$ cat config.mk
export PLATFORM = sky130hd
export DESIGN_NAME = video_timing_gen_p
export DESIGN_NICKNAME = d
export VERILOG_FILES = /design/src/rtl/video_timing_gen_p.sv
export SDC_FILE = /design/constraint.sdc
export NUM_CORES = 1
export LEC_CHECK = 0
export BUFFER_PORTS_ARGS = -buffer_cell sky130_fd_sc_hd__buf_2
export CORE_MARGIN = 2
export CORE_UTILIZATION = 30
export DETAILED_ROUTE_END_ITERATION = 6
export GPL_ROUTABILITY_DRIVEN = 0
export GPL_TIMING_DRIVEN = 0
export SYNTH_ARGS = -nofsm -noshare
export SYNTH_HDL_FRONTEND = slang
export SYNTH_SLANG_ARGS = --single-unit
export TNS_END_PERCENT = 30
$ cat constraint.sdc
create_clock -name i_EMU_MCLK -period 2.7 [get_ports i_EMU_MCLK]
set_clock_uncertainty 0.2 [all_clocks]
set_input_delay 0.675 -clock i_EMU_MCLK [delete_from_list [all_inputs] [get_ports i_EMU_MCLK]]
set_output_delay 0.675 -clock i_EMU_MCLK [all_outputs]
set_load 0.005 [all_outputs]
$ cat src/rtl/video_timing_gen_p.sv
// video_timing_gen_p
//   Parametrised raster timing generator. Produces the H/V counters, raw and
//   flipped position buses, blanking, syncs, frame parity and the sprite DMA
//   window. It also produces line and frame strobes and a programmable
//   raster-line interrupt that is cleared by an acknowledge pulse.
//
// Ports
//   i_EMU_MCLK        master clock
//   i_MRST            synchronous active-high reset
//   i_EMU_CLK6MPCEN_n pixel-clock enable, active low; qualifies every state change
//   i_HFLIP, i_VFLIP  invert the flipped position buses
//   i_IRQ_EN          raster interrupt enable (blocks new sets only)
//   i_IRQ_LINE        V count that raises the interrupt
//   i_IRQ_ACK         single-MCLK pulse that clears o_IRQ_n
//   o_ABS_H, o_ABS_V  raw counters
//   o_FLIP_H, o_FLIP_V low counter bits XOR flip (combinational)
//   o_HBLANK_n, o_VBLANK_n, o_HSYNC_n, o_VSYNC_n, o_CSYNC_n, o_DMA_n  window flags
//   o_FRAMEPARITY     toggles on entry to PAR_LINE
//   o_LINE_STB        one-MCLK pulse on each V advance
//   o_FRAME_STB       one-MCLK pulse when V wraps to V_START
//   o_IRQ_n           raster interrupt, active low, level-held
module video_timing_gen_p #(
  parameter int HW          = 9,
  parameter int VW          = 9,
  parameter int H_START     = 128,
  parameter int H_END       = 511,
  parameter int H_VINC      = 175,
  parameter int H_ACT       = 256,
  parameter int HS_START    = 175,
  parameter int HS_END      = 206,
  parameter int V_START     = 248,
  parameter int V_END       = 511,
  parameter int V_ACT_FIRST = 272,
  parameter int V_ACT_LAST  = 496,
  parameter int VS_FIRST    = 248,
  parameter int VS_LAST     = 255,
  parameter int DMA_FIRST   = 480,
  parameter int DMA_LAST    = 496,
  parameter int PAR_LINE    = 496
) (
  input  logic          i_EMU_MCLK,
  input  logic          i_MRST,
  input  logic          i_EMU_CLK6MPCEN_n,
  input  logic          i_HFLIP,
  input  logic          i_VFLIP,
  input  logic          i_IRQ_EN,
  input  logic [VW-1:0] i_IRQ_LINE,
  input  logic          i_IRQ_ACK,
  output logic [HW-1:0] o_ABS_H,
  output logic [VW-1:0] o_ABS_V,
  output logic [HW-2:0] o_FLIP_H,
  output logic [VW-2:0] o_FLIP_V,
  output logic          o_HBLANK_n,
  output logic          o_VBLANK_n,
  output logic          o_HSYNC_n,
  output logic          o_VSYNC_n,
  output logic          o_CSYNC_n,
  output logic          o_DMA_n,
  output logic          o_FRAMEPARITY,
  output logic          o_LINE_STB,
  output logic          o_FRAME_STB,
  output logic          o_IRQ_n
);

  localparam logic [HW-1:0] H_START_C  = HW'(H_START);
  localparam logic [HW-1:0] H_END_C    = HW'(H_END);
  localparam logic [HW-1:0] H_VINC_C   = HW'(H_VINC);
  localparam logic [HW-1:0] H_ACT_C    = HW'(H_ACT);
  localparam logic [HW-1:0] HS_START_C = HW'(HS_START);
  localparam logic [HW-1:0] HS_END_C   = HW'(HS_END);
  localparam logic [VW-1:0] V_START_C  = VW'(V_START);
  localparam logic [VW-1:0] V_END_C    = VW'(V_END);
  localparam logic [VW-1:0] V_ACTF_C   = VW'(V_ACT_FIRST);
  localparam logic [VW-1:0] V_ACTL_C   = VW'(V_ACT_LAST);
  localparam logic [VW-1:0] VS_FIRST_C = VW'(VS_FIRST);
  localparam logic [VW-1:0] VS_LAST_C  = VW'(VS_LAST);
  localparam logic [VW-1:0] DMA_F_C    = VW'(DMA_FIRST);
  localparam logic [VW-1:0] DMA_L_C    = VW'(DMA_LAST);
  localparam logic [VW-1:0] PAR_C      = VW'(PAR_LINE);

  logic          tick;
  logic          v_adv;
  logic [HW-1:0] h_wrap;
  logic [VW-1:0] v_wrap;
  logic [HW-1:0] h_load;
  logic [VW-1:0] v_load;

  // h_load/v_load are the values the counters take on this edge, reset
  // included, so the window flags derived from them line up with the counters
  // and also take their reset values from the same comparisons.
  always_comb begin
    tick   = ~i_EMU_CLK6MPCEN_n;
    h_wrap = (o_ABS_H == H_END_C) ? H_START_C : o_ABS_H + 1'b1;
    v_wrap = (o_ABS_V == V_END_C) ? V_START_C : o_ABS_V + 1'b1;
    v_adv  = tick && (o_ABS_H == H_VINC_C);
    h_load = o_ABS_H;
    v_load = o_ABS_V;
    if (i_MRST) begin
      h_load = H_START_C;
      v_load = V_START_C;
    end else begin
      if (tick)  h_load = h_wrap;
      if (v_adv) v_load = v_wrap;
    end
  end

  always_ff @(posedge i_EMU_MCLK) begin
    o_ABS_H    <= h_load;
    o_ABS_V    <= v_load;
    o_HBLANK_n <= (h_load >= H_ACT_C);
    o_HSYNC_n  <= ~((h_load >= HS_START_C) && (h_load <= HS_END_C));
    o_VBLANK_n <= (v_load >= V_ACTF_C) && (v_load <= V_ACTL_C);
    o_VSYNC_n  <= ~((v_load >= VS_FIRST_C) && (v_load <= VS_LAST_C));
    o_DMA_n    <= ~((v_load >= DMA_F_C) && (v_load <= DMA_L_C));
    if (i_MRST) begin
      o_FRAMEPARITY <= 1'b0;
      o_LINE_STB    <= 1'b0;
      o_FRAME_STB   <= 1'b0;
      o_IRQ_n       <= 1'b1;
    end else begin
      o_LINE_STB  <= v_adv;
      o_FRAME_STB <= v_adv && (o_ABS_V == V_END_C);
      if (v_adv && (v_wrap == PAR_C))
        o_FRAMEPARITY <= ~o_FRAMEPARITY;
      // A set on the same edge as an acknowledge wins.
      if (v_adv && i_IRQ_EN && (v_wrap == i_IRQ_LINE))
        o_IRQ_n <= 1'b0;
      else if (i_IRQ_ACK)
        o_IRQ_n <= 1'b1;
    end
  end

  always_comb begin
    o_FLIP_H  = o_ABS_H[HW-2:0] ^ {(HW-1){i_HFLIP}};
    o_FLIP_V  = o_ABS_V[VW-2:0] ^ {(VW-1){i_VFLIP}};
    o_CSYNC_n = o_HSYNC_n & o_VSYNC_n;
  end

endmodule

==> results of run 1 <==
-- final timing paths --
path	startpoint	end	slack (ns)	cells after the start
worst max-delay path	o_ABS_V[1]	o_DMA_n	0.05	11
worst min-delay path	o_ABS_H[1]	o_ABS_H[1]	0.31	2
worst min register to register	o_ABS_H[1]	o_ABS_H[1]	0.31	2
worst max register to register	o_ABS_V[1]	o_DMA_n	0.05	11
-- registers in the layout, indices dropped and copies added, names as in the netlist --
signal	cells
o_ABS_H	9
o_ABS_V	9
o_DMA_n	1
o_FRAMEPARITY	1
o_FRAME_STB	1
o_HSYNC_n	1
o_IRQ_n	1
o_LINE_STB	1
o_VBLANK_n	1
o_VSYNC_n	1
-- layer usage --
| layer | share of wire, % | global-route usage (%) | vias up |
|---|---|---|---|
| li1 | - | - | 851 |
| met5 | 0 | 0 | - |
| met1 | 48 | 19.4 | 797 |
| met3 | 3.2 | 1.59 | 4 |
| met4 | 1.1 | 3.79 | 0 |
| met2 | 48 | 23.1 | 30 |
-- kinds of logic after synthesis --
group,Yosys count,share of synthesized area (%)
compound gates,39,15.1
xor+xnor,30,16.3
fa+ha+maj,5,3.70
buf+inv,19,5.47
flops,26,30.8
mux,7,4.29
simple gates,73,24.3
-- layout make-up --
cell class,count,area share (%)
Multi-Input combinational cell,154,49.2
Sequential cell,26,23.1
Tap cell,72,3.90
Buffer,14,5.68
Clock buffer,3,1.79
Clock inverter,1,1.30
Timing Repair Buffer,63,14.5
Inverter,3,0.487
-- report_power, final --
group          switching, uW  internal [uW]  total (uW)
clock network            126            198         324
registers               5.76            385         391
logic                   37.5           37.3        74.8
-- per-stage QoR --
step	worst slack, ns	hold slack (ns)	std cells	area [sq um]	TNS, ns
6_report	0.0489	0.309	336	2310	0
4_1_cts	0.0227	0.322	336	2300	0
3_3_place_gp	-0.335	0.295	326	2100	-0.489
5_1_grt	-0.0825	0.343	336	2310	-0.0904
3_5_place_dp	-0.314	0.301	326	2100	-0.459
2_1_floorplan	0.00949	0.297	199	1740	0
-- synthesized netlist by cell type (4+ instances only) --
cell      number
ha_1           5
nand2_1        7
nand3_1        5
nand4_1        5
xor2_1        22
xnor2_1        7
mux2i_1        5
nor3_1         6
dfxtp_1       26
clkbuf_1      11
o21ai_0        7
a21oi_1       10
or2_2          4
nor2_1        21
a31oi_1        5
-- timing repair --
action	4_1_cts	5_1_grt
cloned	0	0
hold buffers	0	0
resized for setup	18	4
buffers inserted	7	1
setup endpoints to repair	4	4
pin swaps	4	3
-- worst max-delay path: stages, from the launching register on --
cell	delay [ns]
dfxtp_4	0.37
ha_4	0.17
nand2_2	0.08
nor2_4	0.04
and3_1	0.18
ha_1	0.18
clkbuf_8	0.16
a21o_1	0.19
mux2i_1	0.13
nand2_1	0.08
o31a_1	0.28
or4_1	0.47
==> out/qor.csv, run 1 <==
metric,value,unit
RSZ-0062 raised after global routing,yes,
Startpoint Class,register,
first-pass GRT wire length,7070,um
Syn Nets,220,
synth-to-layout area growth,36.7,%
most frequent cells in the layout,"buf_2 (56), xor2_1 (22), nor2_1 (19), dfxtp_1 (19), a21oi_1 (10)",
"most common cell after layout, fill and taps aside",buf_2,
CTS Buf Count,3,
# IOs,60,
YS warnings,0,
crit end category,register,
share of cells above drive strength 1,40.9,%
endpoints failing hold,0,
register area share after synthesis,30.8,%
port bufs,55,
Fmax achieved,377,MHz
number of synthesized flops with an enable pin,0,
total wire length,4520,um
max_slew headroom,65.2,%
hpwl dp,3340,um
crit share post-route,98.2,%
#FFs+latches synth,26,
multi-input combinational cell area,1140,sq um
clk sinks,26,
antenna diode count,0,
ANT nets after route,0,
Unique masters post-synth,46,
CTS max path bufs,2,
Die Area,6260,sq um
post-route core utilization,42.2,%
peak supply drop,0.180,mV
CTS tree,yes,
Setup CP Type,register to register,
core area,5470,sq um
vias in the first global route,1465,
gr ovfl total,0,
Critical Path RT,2.65,ns
clk_lat worst skew,0.27,ns
synth top area cells,"dfxtp_1 (31%), xor2_1 (11%), nor2_1 (4.7%), ha_1 (3.7%), xnor2_1 (3.6%)",
detailed-route via count,1682,
status,finished clean,
die extent in x,79.1,um
H-tree Lvls,1,
initial core utilization,30.9,%
Layout Nets,286,
crit path DAT,2.60,ns
Yosys top cell area share,30.8,%
synthesized area per cell,8.50,sq um
max_cap viols,0,
vias per cell,5.01,
Final Critical Period,2.65,ns
Leak,0.000988,uW
Tot GR Track Use,14.0,%
Tightest Pin Transition,0.522,ns
initial antenna violation count,0,
row count,27,
count of pins over their slew limit,0,
# fillers,572,
clk root buf,clkbuf_8,
die height,79.1,um
"area leader, netlist",dfxtp_1,
DR iter-0 viols,96,
Synth Instances,199,
register area,534,sq um
cell area after synthesis,1690,sq um
"Reg clk slew, reported paths",0.10,ns
DRC viols,0,
"Primary FF master, synth",dfxtp_1,
ys async rst share,0,%
critical path peak fanout,8,
largest net degree at the start of global routing,16,
Hold Path Class,register to register,
Setup-failing EPs final,0,
Routed wire per std cell,13.4,um
PD cells,341,nW/um^2
total power,789,uW
DRT Pass-1 Iters,4,
Power figures use the tool's default switching activity.
==> inputs of run 2 (changes only) <==
--- a/config.mk
+++ b/config.mk
@@ -8,8 +8,8 @@
 export BUFFER_PORTS_ARGS = -buffer_cell sky130_fd_sc_hd__buf_2
 export CORE_MARGIN = 2
 export CORE_UTILIZATION = 30
+export CTS_BUF_LIST = sky130_fd_sc_hd__clkbuf_8
 export DETAILED_ROUTE_END_ITERATION = 6
-export GPL_ROUTABILITY_DRIVEN = 0
 export GPL_TIMING_DRIVEN = 0
 export SYNTH_ARGS = -nofsm -noshare
 export SYNTH_HDL_FRONTEND = slang
==> constraint.sdc (replaced) <==
create_clock -name i_EMU_MCLK -period 2.7 [get_ports i_EMU_MCLK]
set_clock_uncertainty 0.2 [all_clocks]
set_input_delay 0 -clock i_EMU_MCLK [delete_from_list [all_inputs] [get_ports i_EMU_MCLK]]
set_output_delay 0 -clock i_EMU_MCLK [all_outputs]
set_load 0.005 [all_outputs]
==> run 2 against run 1 <==
- the run now ends with negative hold slack left
- critical path depth grew 1
- register-to-register slack about the same
- setup slack improved by 0.014 ns
- highest routed layer unchanged
- clock-buffer cell count is the same
- largest power group unchanged
- critical path type unchanged
- clock power grew 3%
- non-clock buffer count increased by 17
- largest cell class unchanged
- final area is 7.6% higher
- sequential share of layout area is 1.4 points lower
- first-iteration DRC count decreased by 33%
==> out/qor.csv, run 2 (synthesized netlist as in run 1, its figures left out) <==
metric,value,unit
status,"complete, but fails checks",
failing checks,negative hold slack,
# IOs,60,
Fmax achieved,379,MHz
CTS tree,yes,
"slowest stage cell, crit path",or4_4,
min-delay src,i_IRQ_LINE[4],
"Largest stage delay, worst path",0.50,ns
pre-CTS setup slack,-0.499,ns
total wire length,4800,um
crit path DAT,2.59,ns
synth-to-layout area growth,47.1,%
crit share post-route,97.7,%
Startpoint Class,register,
count of pins over their slew limit,0,
gp weighted congestion,0.823,
vias per cell,5.00,
detailed-route via count,1766,
ANT nets after route,0,
"Buf+Inv Stages, Crit Path",2,
hpwl dp,3330,um
post-route setup slack,0.0629,ns
CTS max path bufs,2,
die extent in x,79.1,um
H-tree Lvls,1,
Die Area,6260,sq um
largest net degree at the start of global routing,16,
Tightest Pin Transition,0.505,ns
max_cap viols,0,
Crit path max-delay family,simple AND/OR/NAND/NOR gates,
Worst Setup SP,o_ABS_V[0],
row count,27,
initial core utilization,30.9,%
Setup-failing EPs final,0,
die height,79.1,um
core area,5470,sq um
initial antenna violation count,0,
Hold Path Class,input port to register,
Routed wire per std cell,13.6,um
port bufs,55,
CP cell instances,"ha_4, nand2_4, nor2_4, and3_4, ha_4, buf_8, clkbuf_16, o21bai_1, a21oi_1, a31oi_2, a31oi_1, or4_4",
critical path peak fanout,6,
Critical Path RT,2.66,ns
crit end category,register,
clk_lat worst skew,0.29,ns
gr ovfl total,0,
share of cells above drive strength 1,43.1,%
Final Critical Period,2.64,ns
first-pass GRT wire length,7840,um
clk sinks,26,
antenna diode count,0,
worst reg2reg startpoint,o_ABS_V[0],
clk root buf,clkbuf_8,
peak supply drop,0.205,mV
Setup CP Type,register to register,
hold_ws,-0.00916,ns
Leak,0.00106,uW
largest registers,"o_ABS_H (9), o_ABS_V (9)",
PD cells,325,nW/um^2
total power,808,uW
post-route core utilization,45.5,%
Tot GR Track Use,15.5,%
"Reg clk slew, reported paths",0.10,ns
most frequent cells in the layout,"buf_2 (56), xor2_1 (22), nor2_1 (20), buf_4 (20), dfxtp_1 (18)",
vias in the first global route,1599,
Post-Layout Inst Area,2490,sq um
DP Area,2080,sq um
max_slew headroom,66.4,%
DRT Pass-1 Iters,4,
crit-path most repeated cell,ha_4,
# fillers,569,
RSZ-0062 raised after global routing,yes,
DR iter-0 viols,64,
CTS Buf Count,3,
"most common cell after layout, fill and taps aside",buf_2,
endpoints failing hold,1,
DRC viols,0,
Layout Nets,303,
## run 2: cell types whose count changed in the layout (fill, tap and decap cells not counted), sizes merged
cell         delta
buf            +13
clkbuf          -3
dlygate4sd3     +7
## run 2: per-layer routing
layer	vias to the layer above	GRT usage [%]	wire length [um]	share of wire, %
met5	-	0	0	0
met4	0	5.17	78	1.6
met3	6	2.27	184	3.8
met2	47	25.6	2250	47
met1	837	20.7	2290	48
li1	876	-	-	-
## run 2: layout make-up
| type | instances | area, sq um | area share (%) |
|---|---|---|---|
| Clock buffer | 3 | 41.3 | 1.66 |
| Sequential cell | 26 | 541 | 21.7 |
| Timing Repair Buffer | 81 | 488 | 19.6 |
| Inverter | 3 | 11.3 | 0.452 |
| Buffer | 13 | 120 | 4.83 |
| Multi-Input combinational cell | 154 | 1170 | 46.9 |
| Tap cell | 72 | 90.1 | 3.62 |
| Clock inverter | 1 | 30.0 | 1.21 |
## run 2: path summary, 6_finish.rpt
kind	end	slack, ns	depth (start not counted)
worst max-delay path	o_DMA_n	0.06	12
worst min-delay path	o_IRQ_n	-0.009	5
worst max register to register	o_DMA_n	0.06	12
worst min register to register	o_ABS_H[1]	0.32	2
## run 2: timing repair
action / 4_1_cts / 5_1_grt
cloned: 0 / 0
hold buffers: 7 / 0
resized for setup: 25 / 10
pin swaps: 5 / 5
hold endpoints to repair: 7 / 0
buffers inserted: 8 / 11
endpoints found under the setup margin: 6 / 5
## run 2: power by group
group / switching, uW / total, uW / internal (uW)
clock network: 136 / 335 / 199
registers: 5.76 / 390 / 384
logic: 39.3 / 82.8 / 43.5
## run 2: worst register-to-register path, cell delays in order (launching register included)
cell and delay, ns:
dfxtp_4 0.37, ha_4 0.15, nand2_4 0.05, nor2_4 0.11
and3_4 0.20, ha_4 0.13, buf_8 0.11, clkbuf_16 0.13
o21bai_1 0.10, a21oi_1 0.09, a31oi_2 0.23, a31oi_1 0.14
or4_4 0.50
## run 2: per-stage QoR
stage | instances | TNS, ns | hold WS [ns]
final | 353 | 0 | -0.00916
after global placement | 326 | -1.07 | 0.0508
after global routing | 353 | -0.0747 | 0.000931
after detailed placement | 326 | -1.32 | 0.0508
after floorplan | 199 | 0 | -0.0524
after CTS | 344 | 0 | 0.00581
==> inputs of run 3 (changes only) <==
==> constraint.sdc (replaced) <==
create_clock -name i_EMU_MCLK -period 2.7 [get_ports i_EMU_MCLK]
set_clock_uncertainty 0.2 [all_clocks]
set_input_delay 0 -clock i_EMU_MCLK [delete_from_list [all_inputs] [get_ports i_EMU_MCLK]]
set_output_delay 0 -clock i_EMU_MCLK [all_outputs]
set_load 0.05 [all_outputs]
==> run 3 against run 2 <==
- critical path depth unchanged
- combinational power increased by 76%
- final cell count down 1.1%
- the flow now finishes without violations
- sequential share of layout area up 0.80 points
- largest power group unchanged
- sequential power about the same
- largest cell class unchanged
- first-iteration DRC count rose by 25%
- critical path type unchanged
- maximum frequency grew 0.72%
- final area decreased by 2.0%
- via count decreased by 3.3%
- non-clock buffer count shrank 4
- die area stayed put
- clock-buffer cell count did not move
==> out/qor.csv, run 3 (synthesized netlist as in run 1, its figures left out) <==
metric,value,unit
status,finished clean,
"Largest stage delay, worst path",0.47,ns
detailed-route via count,1707,
"most common cell after layout, fill and taps aside",buf_2,
max_slew headroom,67.0,%
count of pins over their slew limit,0,
initial antenna violation count,0,
Net Sw Power,234,uW
initial core utilization,30.9,%
max_cap viols,0,
multi-input combinational cell area,1160,sq um
Critical Path RT,2.66,ns
CTS tree,yes,
Setup CP Type,register to register,
"Reg clk slew, reported paths",0.10,ns
register area,549,sq um
crit share post-route,97.0,%
Seq pwr share,45.2,%
gr ovfl total,0,
CTS max path bufs,2,
antenna diode count,0,
Routed wire per std cell,13.5,um
critical path peak fanout,8,
core area,5470,sq um
post-route setup slack,0.0818,ns
DRC viols,0,
Net Sw Frac,27.3,%
CTS Buf Count,3,
clk root buf,clkbuf_8,
Setup-failing EPs final,0,
peak supply drop,0.175,mV
dpl cells,326,
DRT Pass-1 Iters,4,
die extent in x,79.1,um
H-tree Lvls,1,
clk_lat worst skew,0.27,ns
largest registers,"o_ABS_H (9), o_ABS_V (9)",
# fillers,554,
clk sinks,26,
# IOs,60,
row count,27,
crit end category,register,
hpwl dp,3410,um
gp weighted congestion,0.822,
pre-CTS setup slack,-0.204,ns
Tightest Pin Transition,0.494,ns
endpoints failing hold,0,
hold_ws,0.0147,ns
Hold Path Class,input port to register,
die height,79.1,um
Leak,0.00103,uW
total wire length,4720,um
total power,857,uW
clock share of power,37.8,%
PD cells,352,nW/um^2
Die Area,6260,sq um
Tot GR Track Use,14.8,%
Fmax achieved,382,MHz
"slowest stage cell, crit path",or4_1,
port bufs,55,
first-pass GRT wire length,7370,um
most frequent cells in the layout,"buf_2 (56), xor2_1 (22), nor2_1 (19)",
vias per cell,4.89,
Pint,623,uW
CP cell instances,"ha_4, nand2_4, nor2_4, and3_4, ha_4, buf_8, buf_8, o21bai_1, a21oi_1, a31oi_2, a31oi_1, or4_1",
Final Critical Period,2.62,ns
vias in the first global route,1536,
ANT nets after route,0,
RSZ-0062 raised after global routing,yes,
final cell count without fillers,349,
Layout Nets,299,
crit path DAT,2.58,ns
Startpoint Class,register,
DR iter-0 viols,80,
synth-to-layout area growth,44.2,%
Comb pwr share,17.0,%
share of cells above drive strength 1,43.0,%
largest net degree at the start of global routing,16,
-- run 3: cell count changes in the layout (fill, tap and decap cells not counted), sizes merged --
cell and change:
buf -4, clkbuf +1, dlygate4sd3 -1
-- run 3: cell type report --
type / count / share of cell area, %
flip-flops and latches: 26 / 22.5
inverters: 3 / 0.462
multi-input cells: 154 / 47.6
repair buffers: 77 / 18.7
clock buffers: 3 / 1.69
clock inverters: 1 / 1.23
well taps: 72 / 3.69
plain buffers: 13 / 4.16
-- run 3: critical path, delay by kind of cell (launching register included) --
kind	cells	cell delay (ns)
AND/OR/NAND/NOR	4	0.84
AO/OA/AOI/OAI	4	0.54
flip-flops	1	0.37
adder cells (fa/ha/maj)	2	0.30
buffers and inverters	2	0.22
-- run 3: final timing paths --
path | startpoint | cells after the start | endpoint | slack (ns)
min | i_IRQ_LINE[6] | 4 | o_IRQ_n | 0.01
min reg2reg | o_ABS_H[1] | 2 | o_ABS_H[1] | 0.32
max | o_ABS_V[0] | 12 | o_DMA_n | 0.08
max reg2reg | o_ABS_V[0] | 12 | o_DMA_n | 0.08
-- run 3: metal layers --
metal / vias up / global-route usage (%) / routed length, um
met5: - / 0 / 0
met2: 41 / 25.1 / 2290
met4: 0 / 5.17 / 49
met3: 2 / 1.70 / 221
met1: 797 / 19.4 / 2160
li1: 867 / - / -
-- run 3: what timing repair did --
| item | CTS | global route |
|---|---|---|
| gates resized for setup | 5 | 7 |
| hold buffers | 6 | 0 |
| hold endpoints to repair | 8 | 0 |
| pin swaps | 3 | 5 |
| setup buffers | 5 | 11 |
| endpoints found under the setup margin | 2 | 4 |
-- run 3: power by group through the flow --
stage	Sequential (uW)	Clock, uW	Combinational [uW]
floorplan	406	0	94.4
global placement	396	0	138
detailed placement	396	0	139
CTS	387	334	146
global route	389	350	155
finish	388	324	146
-- run 3: through the flow --
stage                     setup TNS [ns]  utilization [%]  area (sq um)
after CTS                              0             42.8          2340
after detailed placement          -0.305             39.2          2150
after global placement            -0.263             39.2          2150
final                                  0             44.6          2440
after floorplan                        0                -          1780
after global routing             -0.0177             44.6          2440
